[src/rtl/vga_sync_if.sv]
// Timing bus from vga_sync to the pixel-producing blocks.
// vga_sync drives it through the master modport; consumers read it through the slave modport.
interface vga_sync_if;
   logic [9:0] HCount;
   logic [9:0] VCount;
   logic       hsync;
   logic       vsync;
   logic       video_on;
   logic       pixel_tick;
   logic       frame_tick;

   modport master (
      output HCount, VCount, hsync, vsync, video_on, pixel_tick, frame_tick
   );

   modport slave (
      input  HCount, VCount, hsync, vsync, video_on, pixel_tick, frame_tick
   );
endinterface

[src/rtl/vga_sync.sv]
// VGA timing generator: halves clk into a pixel enable and produces the pixel counters,
// the active-low syncs, the visible-area flag and a one-clk end-of-frame pulse.
module vga_sync #(
   parameter int unsigned H_DISPLAY = 640,
   parameter int unsigned H_FRONT   = 16,
   parameter int unsigned H_SYNC    = 96,
   parameter int unsigned H_BACK    = 48,
   parameter int unsigned V_DISPLAY = 480,
   parameter int unsigned V_FRONT   = 10,
   parameter int unsigned V_SYNC    = 2,
   parameter int unsigned V_BACK    = 33
) (
   input  logic       clk,
   input  logic       reset,
   vga_sync_if.master vga
);

   localparam int unsigned HTotal = H_DISPLAY + H_FRONT + H_SYNC + H_BACK;
   localparam int unsigned VTotal = V_DISPLAY + V_FRONT + V_SYNC + V_BACK;

   localparam logic [9:0] HMax       = 10'(HTotal - 1);
   localparam logic [9:0] VMax       = 10'(VTotal - 1);
   localparam logic [9:0] HVisible   = 10'(H_DISPLAY);
   localparam logic [9:0] VVisible   = 10'(V_DISPLAY);
   localparam logic [9:0] HSyncFirst = 10'(H_DISPLAY + H_FRONT);
   localparam logic [9:0] HSyncLast  = 10'(H_DISPLAY + H_FRONT + H_SYNC - 1);
   localparam logic [9:0] VSyncFirst = 10'(V_DISPLAY + V_FRONT);
   localparam logic [9:0] VSyncLast  = 10'(V_DISPLAY + V_FRONT + V_SYNC - 1);

   logic       div_q, div_d;
   logic [9:0] h_q, h_d;
   logic [9:0] v_q, v_d;
   logic       hsync_q, hsync_d;
   logic       vsync_q, vsync_d;
   logic       pixel_tick;
   logic       h_at_max;
   logic       v_at_max;

   assign pixel_tick = div_q;
   assign h_at_max   = (h_q == HMax);
   assign v_at_max   = (v_q == VMax);

   always_comb begin
      div_d = ~div_q;
      h_d   = h_q;
      v_d   = v_q;
      if (pixel_tick) begin
         if (h_at_max) begin
            h_d = '0;
            v_d = v_at_max ? '0 : v_q + 10'd1;
         end else begin
            h_d = h_q + 10'd1;
         end
      end
      // Syncs decode the next counter values so they land on the same edge as the counters.
      hsync_d = ~((h_d >= HSyncFirst) && (h_d <= HSyncLast));
      vsync_d = ~((v_d >= VSyncFirst) && (v_d <= VSyncLast));
   end

   always_ff @(posedge clk) begin
      if (reset) begin
         div_q   <= 1'b0;
         h_q     <= '0;
         v_q     <= '0;
         hsync_q <= 1'b1;
         vsync_q <= 1'b1;
      end else begin
         div_q   <= div_d;
         h_q     <= h_d;
         v_q     <= v_d;
         hsync_q <= hsync_d;
         vsync_q <= vsync_d;
      end
   end

   assign vga.HCount     = h_q;
   assign vga.VCount     = v_q;
   assign vga.hsync      = hsync_q;
   assign vga.vsync      = vsync_q;
   assign vga.pixel_tick = pixel_tick;
   assign vga.video_on   = (h_q < HVisible) && (v_q < VVisible);
   assign vga.frame_tick = pixel_tick && h_at_max && v_at_max;

endmodule

[src/flat_wrapper.sv]
// flat-port wrapper written by rule: the top's interface ports become plain ports
module vga_sync_flat 
#(
   parameter int unsigned H_DISPLAY = 640,
   parameter int unsigned H_FRONT   = 16,
   parameter int unsigned H_SYNC    = 96,
   parameter int unsigned H_BACK    = 48,
   parameter int unsigned V_DISPLAY = 480,
   parameter int unsigned V_FRONT   = 10,
   parameter int unsigned V_SYNC    = 2,
   parameter int unsigned V_BACK    = 33
)
  (clk, reset, vga_HCount, vga_VCount, vga_hsync, vga_vsync, vga_video_on, vga_pixel_tick, vga_frame_tick);
  vga_sync_if vga_i ();
  input  logic clk;
  input  logic reset;
  output wire logic [$bits(vga_i.HCount)-1:0] vga_HCount;
  output wire logic [$bits(vga_i.VCount)-1:0] vga_VCount;
  output wire logic [$bits(vga_i.hsync)-1:0] vga_hsync;
  output wire logic [$bits(vga_i.vsync)-1:0] vga_vsync;
  output wire logic [$bits(vga_i.video_on)-1:0] vga_video_on;
  output wire logic [$bits(vga_i.pixel_tick)-1:0] vga_pixel_tick;
  output wire logic [$bits(vga_i.frame_tick)-1:0] vga_frame_tick;
  assign vga_HCount = vga_i.HCount;
  assign vga_VCount = vga_i.VCount;
  assign vga_hsync = vga_i.hsync;
  assign vga_vsync = vga_i.vsync;
  assign vga_video_on = vga_i.video_on;
  assign vga_pixel_tick = vga_i.pixel_tick;
  assign vga_frame_tick = vga_i.frame_tick;
  vga_sync #(.H_DISPLAY(H_DISPLAY), .H_FRONT(H_FRONT), .H_SYNC(H_SYNC), .H_BACK(H_BACK), .V_DISPLAY(V_DISPLAY), .V_FRONT(V_FRONT), .V_SYNC(V_SYNC), .V_BACK(V_BACK)) u_core (.clk(clk), .reset(reset), .vga(vga_i));
endmodule
[config.mk]
export PLATFORM = sky130hd
export DESIGN_NAME = vga_sync_flat
export DESIGN_NICKNAME = d
export VERILOG_FILES = /design/src/rtl/vga_sync_if.sv /design/src/rtl/vga_sync.sv /design/src/flat_wrapper.sv
export SDC_FILE = /design/constraint.sdc
export NUM_CORES = 1
export LEC_CHECK = 0
export ABC_AREA = 1
export ABC_CLOCK_PERIOD_IN_PS = 1850
export CAP_MARGIN = 20
export CORE_MARGIN = 4
export CORE_UTILIZATION = 48
export DETAILED_ROUTE_END_ITERATION = 7
export GPL_ROUTABILITY_DRIVEN = 0
export HOLD_SLACK_MARGIN = 0.1
export PLACE_DENSITY = 0.75
export SLEW_MARGIN = 15
export SYNTH_ARGS = -nofsm -noshare
export SYNTH_HDL_FRONTEND = slang
export SYNTH_SLANG_ARGS = --single-unit
[constraint.sdc]
create_clock -name clk -period 1.85 [get_ports clk]
set_input_delay 0.37 -clock clk [delete_from_list [all_inputs] [get_ports clk]]
set_output_delay 0.37 -clock clk [all_outputs]
set_load 0.005 [all_outputs]
==> out/summary.json, run 1 <==
{
  "gr-usage-all-layers": {"value": 0.235},
  "skew": {"value": 0.00410, "unit": "ns"},
  "syn_inst": {"value": 204},
  "ys_seq_area_frac": {"value": 0.349},
  "dr_total_vias": {"value": 1587},
  "placement.cell_area": {"value": 0.00186, "unit": "sq mm"},
  "place_ws": {"value": -0.215, "unit": "ns"},
  "cts_hold_buffers": {"value": 0},
  "arrival_time_worst_endpoint": {"value": 1.64, "unit": "ns"},
  "synthesis.area_per_instance": {"value": 6.46, "unit": "sq um"},
  "yosys_warnings": {"value": 0},
  "hold_class": {"value": "register to register"},
  "worst-slew-pin-transition": {"value": 0.388, "unit": "ns"},
  "vias_per_cell": {"value": 5.17},
  "worstHoldPathCells": {"value": 3},
  "worst_r2r_startpoint": {"value": "u_core.vga.HCount[0]$_SDFF_PP0_"},
  "start_point_of_the_worst_hold_path": {"value": "u_core.vga.HCount[1]$_SDFF_PP0_"},
  "drt_pass1_iterations": {"value": 4},
  "grt_pass1_wl": {"value": 6.49, "unit": "mm"},
  "cts_max_level": {"value": 1},
  "criticalPathCategory": {"value": "register to output pin"},
  "first_iter_violations": {"value": 87},
  "chipWidth": {"value": 60.4, "unit": "um"},
  "clk-insertion-delay-late": {"value": 0.32, "unit": "ns"},
  "hold_ws": {"value": 0.620, "unit": "ns"},
  "fillers": {"value": 180},
  "critical_path_peak_fanout": {"value": 2},
  "failed_checks": {"value": "setup timing"},
  "detail_route.wl_per_cell": {"value": 13.4, "unit": "um"},
  "drv_cap": {"value": 0},
  "via_count_of_the_first_global_routing_pass": {"value": 1546},
  "route.final.wire_length": {"value": 4.11, "unit": "mm"},
  "max-clock-path-buffers": {"value": 2},
  "final.setup.worst_slack": {"value": -0.156, "unit": "ns"},
  "ioPinCount": {"value": 27},
  "max-vdd-ir-drop": {"value": 0.505, "unit": "mV"},
  "detailedPlacementHpwl": {"value": 2.78, "unit": "mm"},
  "rsz0062_at_grt": {"value": "true"},
  "synth-seq-cells": {"value": 23},
  "worstReg2RegEnd": {"value": "u_core.vga.VCount[0]$_SDFF_PP0_"},
  "slew-limit-headroom": {"value": 0.739},
  "numCtsBuffers": {"value": 3},
  "crit_path_end_kind": {"value": "output pin"},
  "floorplan.initialDensity": {"value": 0.518},
  "clk_root_buf": {"value": "sky130_fd_sc_hd__clkbuf_4"},
  "layout_min_cycle_time": {"value": 2.01, "unit": "ns"},
  "timing.critical_path.required": {"value": 1.48, "unit": "ns"},
  "max_freq": {"value": 499, "unit": "MHz"},
  "synth.lib_cells_used.distinct": {"value": 25},
  "antenna_left": {"value": 0},
  "cts_tree": {"value": "done"},
  "final-max-slew-violation-count": {"value": 0},
  "synth_nets": {"value": 209},
  "crit_path_start_kind": {"value": "register"},
  "worstHoldEndpoint": {"value": "u_core.vga.HCount[1]$_SDFF_PP0_"},
  "antenna_found_initial": {"value": 0},
  "placement.io_buffers": {"value": 26},
  "worstRegToRegCells": {"value": 16},
  "finalHoldViolCount": {"value": 0},
  "site_row_count": {"value": 18},
  "post-route-util": {"value": 0.816},
  "post-route-drc-count": {"value": 0},
  "result_of_the_run": {"value": "finished, violations left"},
  "finish.instance_area": {"value": 0.00208, "unit": "sq mm"},
  "final_worst_path_cycle_share": {"value": 1.08},
  "finalSetupViolations": {"value": 2},
  "post_synth_instance_area": {"value": 0.00132, "unit": "sq mm"},
  "post_layout_net_count": {"value": 283},
  "cts.sink_count": {"value": 23},
  "chipHeight": {"value": 60.4, "unit": "um"},
  "antenna_cells": {"value": 0},
  "drive_gt1_frac": {"value": 0.285},
  "die-area": {"value": 0.00365, "unit": "sq mm"},
  "syn_to_final_growth": {"value": 57.5, "unit": "%"},
  "largest_net_degree_at_the_start_of_global_routing": {"value": 22},
  "power-per-cell-area": {"value": 392, "unit": "mW/mm^2"},
  "core_area": {"value": 0.00254, "unit": "sq mm"},
  "total_leakage_power": {"value": 0.908, "unit": "nW"},
  "globalRouteOverflowTotal": {"value": 0},
  "r2r_slack": {"value": -0.08, "unit": "ns"},
  "clk_pin_slew_worst_paths": {"value": 0.13, "unit": "ns"}
}
[routing by layer]
| layer | wire (um) | GRT usage | vias to the layer above |
|---|---|---|---|
| met5 | 0 | 0 | - |
| met4 | 131 | 0.108 | 0 |
| met3 | 268 | 0.0277 | 13 |
| met2 | 2000 | 0.404 | 71 |
| met1 | 1710 | 0.294 | 717 |
| li1 | - | - | 786 |
[synth_stat cells]
| cell | number | share of area |
|---|---|---|
| sky130_fd_sc_hd__a211oi_1 | 1 | 0.0057 |
| sky130_fd_sc_hd__nand3_1 | 20 | 0.076 |
| sky130_fd_sc_hd__xor2_1 | 2 | 0.013 |
| sky130_fd_sc_hd__nor2_2 | 3 | 0.014 |
| sky130_fd_sc_hd__ha_1 | 3 | 0.028 |
| sky130_fd_sc_hd__or2_1 | 1 | 0.0047 |
| sky130_fd_sc_hd__nand2_1 | 56 | 0.16 |
| sky130_fd_sc_hd__nand3_4 | 1 | 0.013 |
| sky130_fd_sc_hd__clkbuf_1 | 1 | 0.0028 |
| sky130_fd_sc_hd__inv_2 | 1 | 0.0028 |
| sky130_fd_sc_hd__nand4_1 | 3 | 0.014 |
| sky130_fd_sc_hd__buf_1 | 2 | 0.0057 |
| sky130_fd_sc_hd__buf_2 | 1 | 0.0038 |
| sky130_fd_sc_hd__nor3_1 | 8 | 0.030 |
| sky130_fd_sc_hd__xnor2_1 | 2 | 0.013 |
| sky130_fd_sc_hd__nand3_2 | 1 | 0.0076 |
| sky130_fd_sc_hd__nor2_4 | 3 | 0.026 |
| sky130_fd_sc_hd__dfxtp_1 | 23 | 0.35 |
| sky130_fd_sc_hd__buf_6 | 1 | 0.0085 |
| sky130_fd_sc_hd__o21ai_0 | 7 | 0.027 |
| sky130_fd_sc_hd__inv_1 | 26 | 0.074 |
| sky130_fd_sc_hd__a21oi_1 | 4 | 0.015 |
| sky130_fd_sc_hd__nor3b_1 | 1 | 0.0057 |
| sky130_fd_sc_hd__nand2_2 | 3 | 0.014 |
| sky130_fd_sc_hd__nor2_1 | 30 | 0.085 |
[repair_timing]
item                                    4_1_cts  5_1_grt
gates resized for setup                      23       12
pin swaps                                     5        9
buffers inserted                             15        0
hold endpoints to repair                      0        0
endpoints found under the setup margin        2        8
[how the worst max path moves through the flow]
stage                                    start  depth (start not counted)             end  slack, ns
2_1_floorplan  u_core.vga.HCount[0]$_SDFF_PP0_                          8  vga_frame_tick       0.14
3_3_place_gp   u_core.vga.HCount[0]$_SDFF_PP0_                          9  vga_frame_tick      -0.18
3_5_place_dp   u_core.vga.HCount[1]$_SDFF_PP0_                          9  vga_frame_tick      -0.22
4_1_cts        u_core.vga.HCount[1]$_SDFF_PP0_                          9  vga_frame_tick      -0.15
5_1_grt        u_core.vga.HCount[0]$_SDFF_PP0_                          9  vga_frame_tick      -0.26
6_report       u_core.vga.HCount[0]$_SDFF_PP0_                          9  vga_frame_tick      -0.16
[registers in the layout, summed over array words and instances (netlist names)]
name                   count
u_core.vga.HCount         10
u_core.vga.VCount         10
u_core.vga.hsync           1
u_core.vga.pixel_tick      1
u_core.vga.vsync           1
[worst max-delay path: stages, from the launching register on]
cell and delay [ns]:
sky130_fd_sc_hd__dfxtp_2 0.38, sky130_fd_sc_hd__ha_4 0.15, sky130_fd_sc_hd__nand2_4 0.06, sky130_fd_sc_hd__nor2_4 0.10
sky130_fd_sc_hd__inv_2 0.05, sky130_fd_sc_hd__nor2_4 0.12, sky130_fd_sc_hd__nand2_2 0.07, sky130_fd_sc_hd__or2_4 0.25
sky130_fd_sc_hd__inv_4 0.06, sky130_fd_sc_hd__buf_6 0.08
[kinds of logic after synthesis]
group                      after synthesis  synth area share
buffers and inverters                   32            0.0977
AOI/OAI and AO/OA                       12            0.0474
xor gates and xnor gates                 4            0.0266
DFF                                     23             0.349
adders and majority gates                3            0.0285
and+or+nand+nor                        130             0.451
[power by group]
group / total, mW / switching, mW / leakage (nW) / internal (mW)
clock network: 0.246 / 0.162 / 0.0150 / 0.0846
logic: 0.0619 / 0.0322 / 0.705 / 0.0297
registers: 0.507 / 0.00516 / 0.188 / 0.501
total: 0.815 / 0.199 / 0.908 / 0.616
[cells in the final DEF (no fill, tap or decap), drive strengths merged, types with 2 or more instances in the layout]
cell | Yosys | routed
a21oi | 4 | 4
buf | 4 | 49
clkbuf | 1 | 4
clkdlybuf4s50 | 0 | 24
dfxtp | 23 | 23
ha | 3 | 3
inv | 27 | 27
nand2 | 59 | 59
nand3 | 22 | 22
nand4 | 3 | 3
nor2 | 36 | 36
nor3 | 8 | 8
o21ai | 7 | 7
xnor2 | 2 | 2
xor2 | 2 | 2
[through the flow]
stage	std cells	power (mW)	TNS, ns
6_report	307	0.815	-0.233
5_1_grt	307	0.849	-0.535
4_1_cts	309	0.818	-0.266
3_5_place_dp	290	0.572	-0.215
3_3_place_gp	290	0.569	-0.178
2_1_floorplan	204	0.537	0
[area by class of cell]
type	count	area, sq um	share of cell area
Clock buffer	4	26.3	0.0127
Inverter	27	104	0.0500
Multi-Input combinational cell	149	772	0.372
Sequential cell	23	467	0.225
Tap cell	30	37.5	0.0181
Timing Repair Buffer	74	671	0.323
(Power assumes the default switching activity.)
==> inputs of run 2 (changes only) <==
--- a/config.mk
+++ b/config.mk
@@ -6,14 +6,16 @@
 export NUM_CORES = 1
 export LEC_CHECK = 0
 export ABC_AREA = 1
-export ABC_CLOCK_PERIOD_IN_PS = 1850
+export ABC_CLOCK_PERIOD_IN_PS = 1700
 export CAP_MARGIN = 20
 export CORE_MARGIN = 4
-export CORE_UTILIZATION = 48
+export CORE_UTILIZATION = 45
+export CTS_CLUSTER_DIAMETER = 120
+export CTS_CLUSTER_SIZE = 28
 export DETAILED_ROUTE_END_ITERATION = 7
 export GPL_ROUTABILITY_DRIVEN = 0
 export HOLD_SLACK_MARGIN = 0.1
-export PLACE_DENSITY = 0.75
+export PLACE_DENSITY = 0.74
 export SLEW_MARGIN = 15
 export SYNTH_ARGS = -nofsm -noshare
 export SYNTH_HDL_FRONTEND = slang
==> constraint.sdc (replaced) <==
create_clock -name clk -period 1.7 [get_ports clk]
set_input_delay 0.34 -clock clk [delete_from_list [all_inputs] [get_ports clk]]
set_output_delay 0.34 -clock clk [all_outputs]
set_load 0.005 [all_outputs]
==> run 2 against run 1 <==
The run still ends with setup timing left; non-clock buffer count increased by 6; clock power increased by 6%; total power increased by 9.6%; setup slack got worse by 0.11 ns; sequential share of layout area decreased by 0.96 points; sequential power increased by 8.7%; combinational power increased by 31%; final cell count increased by 2.6%; highest routed layer unchanged; cell area increased by 5.6%; worst hold slack got worse by 0.036 ns; utilization decreased by 2.8 points; routed wire length increased by 4.8%.
==> out/summary.json, run 2 (synthesis gave the netlist of run 1 again) <==
{
  "result_of_the_run": {"value": "finished, violations left"},
  "failed_checks": {"value": "setup timing"},
  "first_iter_violations": {"value": 99},
  "cts_max_level": {"value": 1},
  "core_area": {"value": 0.00278, "unit": "sq mm"},
  "drt_pass1_iterations": {"value": 4},
  "rsz0062_at_grt": {"value": "true"},
  "finalSetupViolations": {"value": 3},
  "most_common_cell_after_layout_fill_and_taps_aside": {"value": "sky130_fd_sc_hd__nand2_1"},
  "ioPinCount": {"value": 27},
  "hold_class": {"value": "register to register"},
  "total_leakage_power": {"value": 0.978, "unit": "nW"},
  "max-clock-path-buffers": {"value": 2},
  "layout.cells.most_common_list": {"value": "sky130_fd_sc_hd__nand2_1, sky130_fd_sc_hd__buf_4, sky130_fd_sc_hd__nor2_1, sky130_fd_sc_hd__inv_1, sky130_fd_sc_hd__clkdlybuf4s50_1"},
  "finish.cell_count_without_fillers": {"value": 315},
  "dr_total_vias": {"value": 1621},
  "route.final.wire_length": {"value": 4.30, "unit": "mm"},
  "via_count_of_the_first_global_routing_pass": {"value": 1514},
  "clk_root_buf": {"value": "sky130_fd_sc_hd__clkbuf_4"},
  "grt_pass1_wl": {"value": 6.35, "unit": "mm"},
  "clk_pin_slew_worst_paths": {"value": 0.13, "unit": "ns"},
  "numCtsBuffers": {"value": 3},
  "floorplan.initialDensity": {"value": 0.474},
  "multi_input_comb_area": {"value": 862, "unit": "sq um"},
  "skew": {"value": 0.00727, "unit": "ns"},
  "die-area": {"value": 0.00386, "unit": "sq mm"},
  "placement.io_buffers": {"value": 26},
  "syn_to_final_growth": {"value": 66.3, "unit": "%"},
  "post_layout_net_count": {"value": 290},
  "crit_path_start_kind": {"value": "register"},
  "placement.cell_area": {"value": 0.00190, "unit": "sq mm"},
  "crit_path_end_kind": {"value": "output pin"},
  "critical_path_peak_fanout": {"value": 2},
  "vias_per_cell": {"value": 5.15},
  "antenna_cells": {"value": 0},
  "chipHeight": {"value": 62.1, "unit": "um"},
  "final-seq-area": {"value": 472, "unit": "sq um"},
  "cts_tree": {"value": "done"},
  "max_freq": {"value": 508, "unit": "MHz"},
  "globalRouteOverflowTotal": {"value": 0},
  "final.setup.worst_slack": {"value": -0.269, "unit": "ns"},
  "final_worst_path_cycle_share": {"value": 1.16},
  "worst-slew-pin-transition": {"value": 0.357, "unit": "ns"},
  "drv_cap": {"value": 0},
  "antenna_left": {"value": 0},
  "layout_min_cycle_time": {"value": 1.97, "unit": "ns"},
  "drive_gt1_frac": {"value": 0.363},
  "setup-tns-final": {"value": -0.427, "unit": "ns"},
  "final-max-slew-violation-count": {"value": 0},
  "detail_route.wl_per_cell": {"value": 13.7, "unit": "um"},
  "max-vdd-ir-drop": {"value": 0.544, "unit": "mV"},
  "post-route-drc-count": {"value": 0},
  "place_inst": {"value": 297},
  "timing.critical_path.required": {"value": 1.36, "unit": "ns"},
  "finalHoldViolCount": {"value": 0},
  "clk-insertion-delay-late": {"value": 0.31, "unit": "ns"},
  "detailedPlacementHpwl": {"value": 2.64, "unit": "mm"},
  "arrival_time_worst_endpoint": {"value": 1.63, "unit": "ns"},
  "site_row_count": {"value": 19},
  "gr-usage-all-layers": {"value": 0.196},
  "criticalPathCategory": {"value": "register to output pin"},
  "finish.instance_area": {"value": 0.00219, "unit": "sq mm"},
  "largest_net_degree_at_the_start_of_global_routing": {"value": 14},
  "chipWidth": {"value": 62.1, "unit": "um"},
  "antenna_found_initial": {"value": 0},
  "fillers": {"value": 177},
  "power-per-cell-area": {"value": 407, "unit": "mW/mm^2"},
  "cts.sink_count": {"value": 23},
  "slew-limit-headroom": {"value": 0.760}
}
[run 2: changes by cell type in the layout (fill, tap and decap cells not counted), sizes merged]
cell,delta
clkdlybuf4s50,-1
clkdlybuf4s15,+1
dlymetal6s2s,+1
buf,+6
dlygate4sd2,-1
nor2,+1
[run 2: final timing paths]
check                                        start                          endpoint  slack, ns  cells past startpoint
hold / removal    u_core.vga.pixel_tick$_SDFF_PP0_  u_core.vga.pixel_tick$_SDFF_PP0_       0.58                      2
hold reg to reg   u_core.vga.pixel_tick$_SDFF_PP0_  u_core.vga.pixel_tick$_SDFF_PP0_       0.58                      2
setup reg to reg   u_core.vga.HCount[0]$_SDFF_PP0_       u_core.vga.vsync$_SDFF_PP1_      -0.10                     15
setup / recovery   u_core.vga.HCount[0]$_SDFF_PP0_                    vga_frame_tick      -0.27                      9
[run 2: power breakdown]
group          switching (mW)  internal (mW)
registers             0.00571          0.545
clock network           0.169         0.0917
logic                  0.0394         0.0417
[run 2: repair_timing]
action | CTS | global route
resized for setup | 19 | 37
hold buffers | 0 | 0
setup endpoints to repair | 5 | 14
pin swaps | 5 | 20
buffers inserted | 8 | 9
cloned | 1 | 0
[run 2: final cells by class]
class / instances / area share
Sequential cell: 23 / 0.215
Tap cell: 31 / 0.0177
Multi-Input combinational cell: 150 / 0.393
Inverter: 27 / 0.0462
Timing Repair Buffer: 80 / 0.316
Clock buffer: 4 / 0.0120
[run 2: per-layer routing]
metal  track usage  wire (um)
met1         0.244       1770
met2         0.325       2150
met3        0.0414        255
met4        0.0786        134
met5             0          0
[run 2: worst max-delay path, cell delays in order, from the launching register on]
cell	delay, ns
sky130_fd_sc_hd__dfxtp_2	0.38
sky130_fd_sc_hd__ha_4	0.15
sky130_fd_sc_hd__nand2_4	0.05
sky130_fd_sc_hd__nor2_4	0.09
sky130_fd_sc_hd__inv_2	0.05
sky130_fd_sc_hd__nor2_4	0.12
sky130_fd_sc_hd__nand2_2	0.06
sky130_fd_sc_hd__or2_1	0.22
sky130_fd_sc_hd__inv_1	0.08
sky130_fd_sc_hd__buf_2	0.11
[run 2: per-stage QoR]
stage          power, mW  hold slack, ns  utilization  worst slack [ns]
3_5_place_dp       0.618           0.572        0.682            -0.359
6_report           0.893           0.584        0.789            -0.269
2_1_floorplan      0.585           0.423            -            0.0200
4_1_cts            0.880           0.615        0.730            -0.262
3_3_place_gp       0.618           0.555        0.682            -0.302
5_1_grt            0.926           0.607        0.789            -0.342
